$ cat src/rtl/cpu_rd_pkg.sv
// -----------------------------------------------------------------------------
// cpu_rd_pkg
// Shared definitions for the Z80 read-cycle sequencer, the address/port
// decoders and the data-in mux.
//   state_t       : sequencer FSM states
//   BOOT_*        : bit positions inside the one-hot bootSel vector
//   SRC_*         : req/sel bit index of each data source
// -----------------------------------------------------------------------------
package cpu_rd_pkg;

   typedef enum logic [2:0] {
      BOOT0 = 3'd0,
      BOOT1 = 3'd1,
      BOOT2 = 3'd2,
      IDLE  = 3'd3,
      WAIT  = 3'd4,
      HOLD  = 3'd5
   } state_t;

   // bootSel bit positions: the jump opcode, then the target address bytes
   localparam int BOOT_C3 = 0;
   localparam int BOOT_LO = 1;
   localparam int BOOT_HI = 2;

   // Source indices; a lower index wins when several decoders match
   localparam int SRC_ROM  = 0;
   localparam int SRC_RAM  = 1;
   localparam int SRC_IDE  = 2;
   localparam int SRC_UART = 3;
   localparam int SRC_SD   = 4;
   localparam int SRC_GPIO = 5;
   localparam int SRC_RTC  = 10;

endpackage

$ cat src/rtl/cpu_rd_sequencer_if.sv
// -----------------------------------------------------------------------------
// cpu_rd_sequencer_if
// Bundle between the decoders/CPU side (master) and the read sequencer (slave).
//   rdActive         : Z80 read cycle in progress (level)
//   req              : decoded device selects, bit 0 highest priority
//   sel              : one-hot grant to the data-in mux
//   defaultSel       : no device matched, mux takes S100 data-in
//   bootSel          : one-hot {hi, lo, c3} during the boot jump
//   nWait            : active-low Z80 WAIT
//   busy             : a read cycle is being serviced
//   bootDone         : boot jump finished (sticky)
//   conflict         : one-clock pulse when several req bits hit at grant
//   dbg_state        : current sequencer state
//   dbg_conflict_cnt : saturating conflict count (0 when detection is off)
//
// Handshake: a read is framed by rdActive. Its rising edge requests service;
// the sequencer answers with exactly one select (sel, defaultSel or bootSel)
// and keeps nWait low while the source is not yet ready. The transfer is
// complete when rdActive falls, which retires the select.
// -----------------------------------------------------------------------------
interface cpu_rd_sequencer_if #(
   parameter int NSRC = 16
);
   import cpu_rd_pkg::*;

   logic            rdActive;
   logic [NSRC-1:0] req;
   logic [NSRC-1:0] sel;
   logic            defaultSel;
   logic [2:0]      bootSel;
   logic            nWait;
   logic            busy;
   logic            bootDone;
   logic            conflict;
   state_t          dbg_state;
   logic [7:0]      dbg_conflict_cnt;

   modport master (
      output rdActive, req,
      input  sel, defaultSel, bootSel, nWait, busy, bootDone, conflict,
             dbg_state, dbg_conflict_cnt
   );

   modport slave (
      input  rdActive, req,
      output sel, defaultSel, bootSel, nWait, busy, bootDone, conflict,
             dbg_state, dbg_conflict_cnt
   );

endinterface

$ cat src/rtl/cpu_rd_prienc.sv
// -----------------------------------------------------------------------------
// cpu_rd_prienc
// Combinational priority encoder; bit 0 has the highest priority.
//   req_i   : request vector
//   grant_o : one-hot lowest set bit of req_i (0 when none)
//   none_o  : no request bit set
//   multi_o : more than one request bit set
// -----------------------------------------------------------------------------
module cpu_rd_prienc #(
   parameter int N = 16
) (
   input  logic [N-1:0] req_i,
   output logic [N-1:0] grant_o,
   output logic         none_o,
   output logic         multi_o
);

   localparam logic [N-1:0] ONE = {{(N-1){1'b0}}, 1'b1};

   // Two's-complement trick isolates the lowest set bit
   assign grant_o = req_i & (~req_i + ONE);
   assign none_o  = ~|req_i;
   assign multi_o = |(req_i & ~grant_o);

endmodule

$ cat src/rtl/cpu_rd_sequencer.sv
// -----------------------------------------------------------------------------
// cpu_rd_sequencer
// Drives the Z80 data-in mux selects. The first three reads after reset
// return the boot jump (C3, lo, hi); later reads get a latched one-hot grant
// of the highest-priority decoded source, with wait states for slow sources.
//   pll0_250MHz : system clock (rising edge)
//   n_reset     : synchronous active-low reset
//   bus         : cpu_rd_sequencer_if slave modport (see interface header)
// Optional feature macro RD_CONFLICT_DET_EN: enables the conflict pulse and
// an 8-bit saturating conflict counter; otherwise both read as 0.
// -----------------------------------------------------------------------------
module cpu_rd_sequencer
   import cpu_rd_pkg::*;
#(
   parameter int              NSRC        = 16,
   parameter logic [NSRC-1:0] SLOW_MASK   = '0,
   parameter logic [7:0]      WAIT_CYCLES = 8'd8
) (
   input logic                 pll0_250MHz,
   input logic                 n_reset,
   cpu_rd_sequencer_if.slave   bus
);

   state_t          state_q, state_d;
   logic            rd_q;
   logic            start_q;
   logic [NSRC-1:0] sel_q, sel_d;
   logic            def_q, def_d;
   logic [2:0]      boot_q, boot_d;
   logic            nwait_q, nwait_d;
   logic            done_q, done_d;
   logic [7:0]      cnt_q, cnt_d;

   logic [NSRC-1:0] grant;
   logic            none;
   logic            multi;
   logic            slow_hit;

   cpu_rd_prienc #(.N(NSRC)) u_prienc (
      .req_i   (bus.req),
      .grant_o (grant),
      .none_o  (none),
      .multi_o (multi)
   );

   assign slow_hit = (|(grant & SLOW_MASK)) && (WAIT_CYCLES != 8'd0);

   always_comb begin
      state_d = state_q;
      sel_d   = sel_q;
      def_d   = def_q;
      boot_d  = boot_q;
      nwait_d = nwait_q;
      done_d  = done_q;
      cnt_d   = cnt_q;
      unique case (state_q)
         BOOT0: if (start_q) begin
            boot_d  = 3'b001 << BOOT_C3;
            state_d = HOLD;
         end
         BOOT1: if (start_q) begin
            boot_d  = 3'b001 << BOOT_LO;
            state_d = HOLD;
         end
         BOOT2: if (start_q) begin
            boot_d  = 3'b001 << BOOT_HI;
            state_d = HOLD;
         end
         IDLE: if (start_q) begin
            if (none) begin
               def_d = 1'b1;
            end else begin
               sel_d = grant;
            end
            if (!none && slow_hit) begin
               cnt_d   = WAIT_CYCLES;
               nwait_d = 1'b0;
               state_d = WAIT;
            end else begin
               state_d = HOLD;
            end
         end
         WAIT: begin
            if (!bus.rdActive) begin
               // CPU gave up on the cycle: drop everything
               nwait_d = 1'b1;
               sel_d   = '0;
               def_d   = 1'b0;
               cnt_d   = 8'd0;
               state_d = IDLE;
            end else if (cnt_q <= 8'd1) begin
               nwait_d = 1'b1;
               cnt_d   = 8'd0;
               state_d = HOLD;
            end else begin
               cnt_d = cnt_q - 8'd1;
            end
         end
         HOLD: if (!bus.rdActive) begin
            sel_d  = '0;
            def_d  = 1'b0;
            boot_d = 3'b000;
            if (done_q) begin
               state_d = IDLE;
            end else if (boot_q[BOOT_HI]) begin
               done_d  = 1'b1;
               state_d = IDLE;
            end else if (boot_q[BOOT_LO]) begin
               state_d = BOOT2;
            end else begin
               state_d = BOOT1;
            end
         end
         default: state_d = BOOT0;
      endcase
   end

   always_ff @(posedge pll0_250MHz) begin
      if (!n_reset) begin
         state_q <= BOOT0;
         rd_q    <= 1'b0;
         start_q <= 1'b0;
         sel_q   <= '0;
         def_q   <= 1'b0;
         boot_q  <= 3'b000;
         nwait_q <= 1'b1;
         done_q  <= 1'b0;
         cnt_q   <= 8'd0;
      end else begin
         state_q <= state_d;
         rd_q    <= bus.rdActive;
         // Registered edge pulse: selects appear one clock after this
         start_q <= bus.rdActive & ~rd_q;
         sel_q   <= sel_d;
         def_q   <= def_d;
         boot_q  <= boot_d;
         nwait_q <= nwait_d;
         done_q  <= done_d;
         cnt_q   <= cnt_d;
      end
   end

`ifdef RD_CONFLICT_DET_EN
   logic       conf_q;
   logic [7:0] ccnt_q;
   logic       conf_hit;

   assign conf_hit = (state_q == IDLE) && start_q && multi;

   always_ff @(posedge pll0_250MHz) begin
      if (!n_reset) begin
         conf_q <= 1'b0;
         ccnt_q <= 8'd0;
      end else begin
         conf_q <= conf_hit;
         if (conf_hit && (ccnt_q != 8'hFF)) begin
            ccnt_q <= ccnt_q + 8'd1;
         end
      end
   end

   assign bus.conflict         = conf_q;
   assign bus.dbg_conflict_cnt = ccnt_q;
`else
   logic unused_multi;
   assign unused_multi         = multi;
   assign bus.conflict         = 1'b0;
   assign bus.dbg_conflict_cnt = 8'd0;
`endif

   assign bus.sel        = sel_q;
   assign bus.defaultSel = def_q;
   assign bus.bootSel    = boot_q;
   assign bus.nWait      = nwait_q;
   assign bus.busy       = (state_q == WAIT) || (state_q == HOLD);
   assign bus.bootDone   = done_q;
   assign bus.dbg_state  = state_q;

endmodule

$ cat src/flat_wrapper.sv
// flat-port wrapper written by rule: the top's interface ports become plain ports
module cpu_rd_sequencer_flat import cpu_rd_pkg::*;
#(
   parameter int              NSRC        = 16,
   parameter logic [NSRC-1:0] SLOW_MASK   = '0,
   parameter logic [7:0]      WAIT_CYCLES = 8'd8
)
  (pll0_250MHz, n_reset, bus_rdActive, bus_req, bus_sel, bus_defaultSel, bus_bootSel, bus_nWait, bus_busy, bus_bootDone, bus_conflict, bus_dbg_state, bus_dbg_conflict_cnt);
  cpu_rd_sequencer_if #(.NSRC(NSRC)) bus_i ();
  input logic pll0_250MHz;
  input logic n_reset;
  input wire logic [$bits(bus_i.rdActive)-1:0] bus_rdActive;
  input wire logic [$bits(bus_i.req)-1:0] bus_req;
  output wire logic [$bits(bus_i.sel)-1:0] bus_sel;
  output wire logic [$bits(bus_i.defaultSel)-1:0] bus_defaultSel;
  output wire logic [$bits(bus_i.bootSel)-1:0] bus_bootSel;
  output wire logic [$bits(bus_i.nWait)-1:0] bus_nWait;
  output wire logic [$bits(bus_i.busy)-1:0] bus_busy;
  output wire logic [$bits(bus_i.bootDone)-1:0] bus_bootDone;
  output wire logic [$bits(bus_i.conflict)-1:0] bus_conflict;
  output wire logic [$bits(bus_i.dbg_state)-1:0] bus_dbg_state;
  output wire logic [$bits(bus_i.dbg_conflict_cnt)-1:0] bus_dbg_conflict_cnt;
  assign bus_i.rdActive = bus_rdActive;
  assign bus_i.req = bus_req;
  assign bus_sel = bus_i.sel;
  assign bus_defaultSel = bus_i.defaultSel;
  assign bus_bootSel = bus_i.bootSel;
  assign bus_nWait = bus_i.nWait;
  assign bus_busy = bus_i.busy;
  assign bus_bootDone = bus_i.bootDone;
  assign bus_conflict = bus_i.conflict;
  assign bus_dbg_state = bus_i.dbg_state;
  assign bus_dbg_conflict_cnt = bus_i.dbg_conflict_cnt;
  cpu_rd_sequencer #(.NSRC(NSRC), .SLOW_MASK(SLOW_MASK), .WAIT_CYCLES(WAIT_CYCLES)) u_core (.pll0_250MHz(pll0_250MHz), .n_reset(n_reset), .bus(bus_i));
endmodule
$ cat config.mk
export PLATFORM = sky130hd
export DESIGN_NAME = cpu_rd_sequencer_flat
export DESIGN_NICKNAME = d
export VERILOG_FILES = /design/src/rtl/cpu_rd_pkg.sv /design/src/rtl/cpu_rd_sequencer_if.sv /design/src/rtl/cpu_rd_prienc.sv /design/src/rtl/cpu_rd_sequencer.sv /design/src/flat_wrapper.sv
export SDC_FILE = /design/constraint.sdc
export NUM_CORES = 1
export LEC_CHECK = 0
export CORE_MARGIN = 2
export CORE_UTILIZATION = 40
export DETAILED_ROUTE_END_ITERATION = 10
export GPL_ROUTABILITY_DRIVEN = 0
export MAX_ROUTING_LAYER = met4
export PLACE_DENSITY = 0.72
export SLEW_MARGIN = 0
export SYNTH_ARGS = -nofsm -noshare
export SYNTH_HDL_FRONTEND = slang
export SYNTH_HIERARCHICAL = 1
export SYNTH_SLANG_ARGS = --single-unit
$ cat constraint.sdc
create_clock -name pll0_250MHz -period 2.8 [get_ports pll0_250MHz]
set_input_delay 0.42 -clock pll0_250MHz [delete_from_list [all_inputs] [get_ports pll0_250MHz]]
set_output_delay 0.42 -clock pll0_250MHz [all_outputs]
set_load 0.005 [all_outputs]
# Word-level counts from Yosys, hierarchy flattened
# Cells that the tools add are included.
# Widths: inputs -> output; s select.
[totals]
reg_bits = 35
input_bits = 19
output_inout_bits = 35
word_cells = 73
[op_classes]
n_addsub = 2
order_cmp = 1
eq_ne = 16
n_mux = 27
n_bitwise = 5
reduce_logical = 13
[op_table]
columns = ["op", "n"]
rows = [
  ["$mux 16", 3],
  ["$pmux 16 s2", 1],
  ["$mux 3", 10],
  ["$add 16x1->16 const B", 1],
  ["$and 16x16->16", 1],
  ["$mux 8", 2],
  ["$not 16->16", 1],
  ["$reduce_or 16->1", 1],
  ["$ne 2x1->1 const B", 7],
  ["$pmux 3 s4", 1],
  ["$pmux 3 s3", 1],
  ["$le 8x1->1 const B", 1],
  ["$reduce_and 4->1", 2],
  ["$sub 8x1->8 const B", 1],
  ["$mux 1", 7],
  ["$eq 3x2->1 const B", 2],
  ["$eq 3x3->1 const B", 2],
  ["$ne 2x2->1 const B", 3],
  ["$reduce_and 5->1", 1],
  ["$reduce_and 2->1", 2],
  ["$reduce_bool 4->1", 1],
  ["$reduce_or 4->1", 1],
  ["$eq 3x1->1 const B", 1],
  ["$logic_not 3->1", 1],
  ["other kinds (9)", 10],
]

# Logic depth before layout (Yosys ltp)
[logic_depth]
depth_word = 6
ltp_mapped = 9

# Cells and area by module
# Netlist, hierarchy kept.
[modules_own_cells]
columns = ["mod", "instances", "cells_per_inst", "area_each_um2", "seq_area_each_um2"]
rows = [
  ["cpu_rd_sequencer", 1, 199, 1725.4, 680.7],
  ["cpu_rd_prienc", 1, 47, 337.8, 0.0],
]

# Worst setup path after synthesis
# OpenSTA, ideal clock, no wires.
[synth_timing]
path_type = "input -> register"
start = "in bus_req[2]"
end = "reg u_core.sel_q[0], in the netlist u_core/bus.sel[0]"
setup_ns = 0.123
arrival_time_ns = 2.499
slack_ns = 0.178
cell_stages = 9
n_path_buf = 1
path_cell_list = "or4_4 > nor4_4 > nand2b_2 > or3_4 > nor3_1 > o32ai_4 > buf_6 > nand4_1 > o21ai_0"
[synth_via]
elab_chain_len = 3
[synth_rtl]
columns = ["item", "line_no", "rtl"]
rows = [
  ["start, declared", "flat_wrapper.sv:13", "input wire logic [$bits(bus_i.req)-1:0] bus_req;"],
  ["$reduce_or 16->1", "cpu_rd_prienc.sv:22", "assign none_o = ~|req_i;"],
  ["$ne 2x1->1 (no line)", "--", ""],
  ["$reduce_and 4->1 (no line)", "--", ""],
  ["end signal, assigned", "cpu_rd_sequencer.sv:134", "sel_q <= sel_d;"],
  ["end, declared", "cpu_rd_sequencer.sv:27", "logic [NSRC-1:0] sel_q, sel_d;"],
]
# Every way passes these cells.
# A chain may end at the register's enable or synchronous reset.

# Worst setup path after layout
[layout_timing]
start = "in bus_req[2]"
end = "reg u_core.sel_q[4], in the netlist u_core/bus.sel[4]"
[layout_via]
elab_chain_len = 6
elab_cells_between_ends = 9
classes_between = "add/sub (1); eq/ne (1); mux (3); bitwise (2); reduce/logical (2)"
[layout_rtl]
columns = ["item", "line_no", "rtl"]
rows = [
  ["$not 16->16", "cpu_rd_prienc.sv:21", "assign grant_o = req_i & (~req_i + ONE);"],
  ["$add 16x1->16", "cpu_rd_prienc.sv:21", ""],
  ["$and 16x16->16", "cpu_rd_prienc.sv:21", ""],
  ["$mux 16", "cpu_rd_sequencer.sv:70", "if (none) begin"],
  ["$mux 16", "cpu_rd_sequencer.sv:69", "IDLE: if (start_q) begin"],
  ["$pmux 16 s2", "cpu_rd_sequencer.sv:56", "unique case (state_q)"],
]
# Parallel ways exist; a longest one is shown, timed or not. The select of a mux whose other input is x is not followed.

==> impl_metrics.json <==
{
  "outcome": "finished clean",
  "total_power_mw": 0.9852,
  "place_area_um2": 2389,
  "layout.nets": 302,
  "final_cell_mix": "43 x clkdlybuf4s50_1, 34 x dfxtp_1, 30 x nand2_1",
  "drt_first_pass_iters": 4,
  "worst_pin_slew_ns": 0.6252,
  "cp_num_buf_inv": 3,
  "p_per_area_nw_per_um2": 387.1,
  "dp_cells": 325,
  "numClockSinks": 34,
  "endpoint_kind": "flip-flop",
  "layout_commonest_cell": "clkdlybuf4s50_1",
  "min_period_over_period": 0.9590,
  "vias": 1792,
  "clockBufferDepth": 2,
  "drcViolationCount": 0,
  "place_ws_ns": -0.3340,
  "cellLeakagePower_nw": 0.8926,
  "finish.instance_area_um2": 2545,
  "clk_pin_slew_ns": 0.07,
  "grt_pass1_vias": 1583,
  "synthCells": 231,
  "drtIter0Drc": 130,
  "postRouteAntennaNets": 0,
  "crit_fanout": 7,
  "grt_pass1_wl_um": 7438,
  "cp_common_cell": "buf_6",
  "area_delta_synth_final_pct": 30.80,
  "utilization": 0.5424,
  "grt_overflow": 0,
  "fin_setup_tns_ns": 0,
  "crit_arrival_ns": 2.88,
  "finalSetupViolCount": 0,
  "fp.dieH_um": 73.74,
  "clock-skew-final_ns": 0.007135,
  "avgSynthCellArea_um2": 8.423,
  "maxSlewViolCount": 0,
  "crit_type": "in -> reg",
  "maxCapViolCount": 0,
  "cpPeakStageDelay_ns": 0.56,
  "yosys_warnings": 6,
  "final_cells": 334,
  "htreeDepth": 2,
  "cts_buffers": 5,
  "slew_headroom": 0.5819,
  "max_freq_ghz": 0.3724,
  "syn_area_um2": 1946,
  "hold_ws_ns": 0.3839,
  "crit_family": "simple AND/OR/NAND/NOR gates",
  "fp.dieW_um": 73.74,
  "required_ns": 3.00,
  "io_buffers": 43,
  "fin_crit_ns": 2.685,
  "hpwl_um": 3134,
  "wl_per_cell_um": 13.82,
  "hold_violations": 0,
  "core-area_um2": 4692,
  "cp-start-kind": "primary input",
  "routed_wl_um": 4617,
  "rows": 25,
  "grt_use_total": 0.1802,
  "cts_tree": "done",
  "antennaDiodeCount": 0,
  "root_buffer": "clkbuf_8",
  "grt_max_degree": 28,
  "clock_latency_ns": 0.27,
  "antenna_found_initial": 0,
  "ios": 54,
  "drive_above_1_share": 0.1571,
  "slowest_stage": "or4_4",
  "hp-class": "reg -> reg",
  "die_area_um2": 5438,
  "avgViaCountPerCell": 5.365,
  "setup_ws_ns": 0.1147,
  "rsz0062_at_grt": "no",
  "initial_core_util": 0.4147,
  "cp_cell_sequence": "clkdlybuf4s50_1, or4_4, nor4_4, nand2b_2, or3_4, nor3_4, buf_6, o32ai_4, buf_6, o21ai_0",
  "vdd_ir_drop_max_mv": 0.2378
}
## power by group
part | switching, mW | internal, mW
logic | 0.0660 | 0.0662
registers | 0.0113 | 0.491
clock network | 0.161 | 0.190
total | 0.238 | 0.747
## flip-flops by register name (all words and copies together) (netlist names)
| register | count |
|---|---|
| u_core/cnt_q | 8 |
| u_core/bus.sel | 16 |
| u_core/bus.bootDone | 1 |
| u_core/bus.dbg_state | 3 |
| u_core/start_q | 1 |
| u_core/rd_q | 1 |
| u_core/bus.bootSel | 3 |
| u_core/bus.defaultSel | 1 |
## final timing paths
check / start / to / slack [ns] / cells after the start
setup reg to reg: u_core/cnt_q[0] / u_core/cnt_q[2] / 1.03 / 6
setup / recovery: bus_req[2] / u_core/bus.sel[4] / 0.11 / 10
hold / removal: u_core/rd_q / u_core/start_q / 0.38 / 1
hold reg to reg: u_core/rd_q / u_core/start_q / 0.38 / 1
## area by class of cell
| class | instances | area (µm²) |
|---|---|---|
| multi-input combinational | 168 | 1100 |
| tap | 54 | 67.56 |
| fill | 426 | 2147 |
| inverter | 12 | 45.04 |
| timing repair buffer | 60 | 569.3 |
| clock buffer | 6 | 82.58 |
| sequential | 34 | 680.7 |
## per-layer routing
metal / part of all wire / track usage / routed length (µm) / vias to the layer above
met5: 0 / - / 0 / -
met4: 0.015 / 0.05253 / 69 / 0
met3: 0.043 / 0.04664 / 197 / 6
met2: 0.48 / 0.2679 / 2213 / 58
met1: 0.46 / 0.2406 / 2137 / 820
li1: - / - / - / 908
## what timing repair did
action / CTS / global route
gates cloned: 1 / 1
setup buffers: 0 / 1
endpoints found under the setup margin: 11 / 16
hold buffers: 0 / 0
pin swaps: 1 / 3
gates resized for setup: 1 / 8
Power figures use the tool's default switching activity.
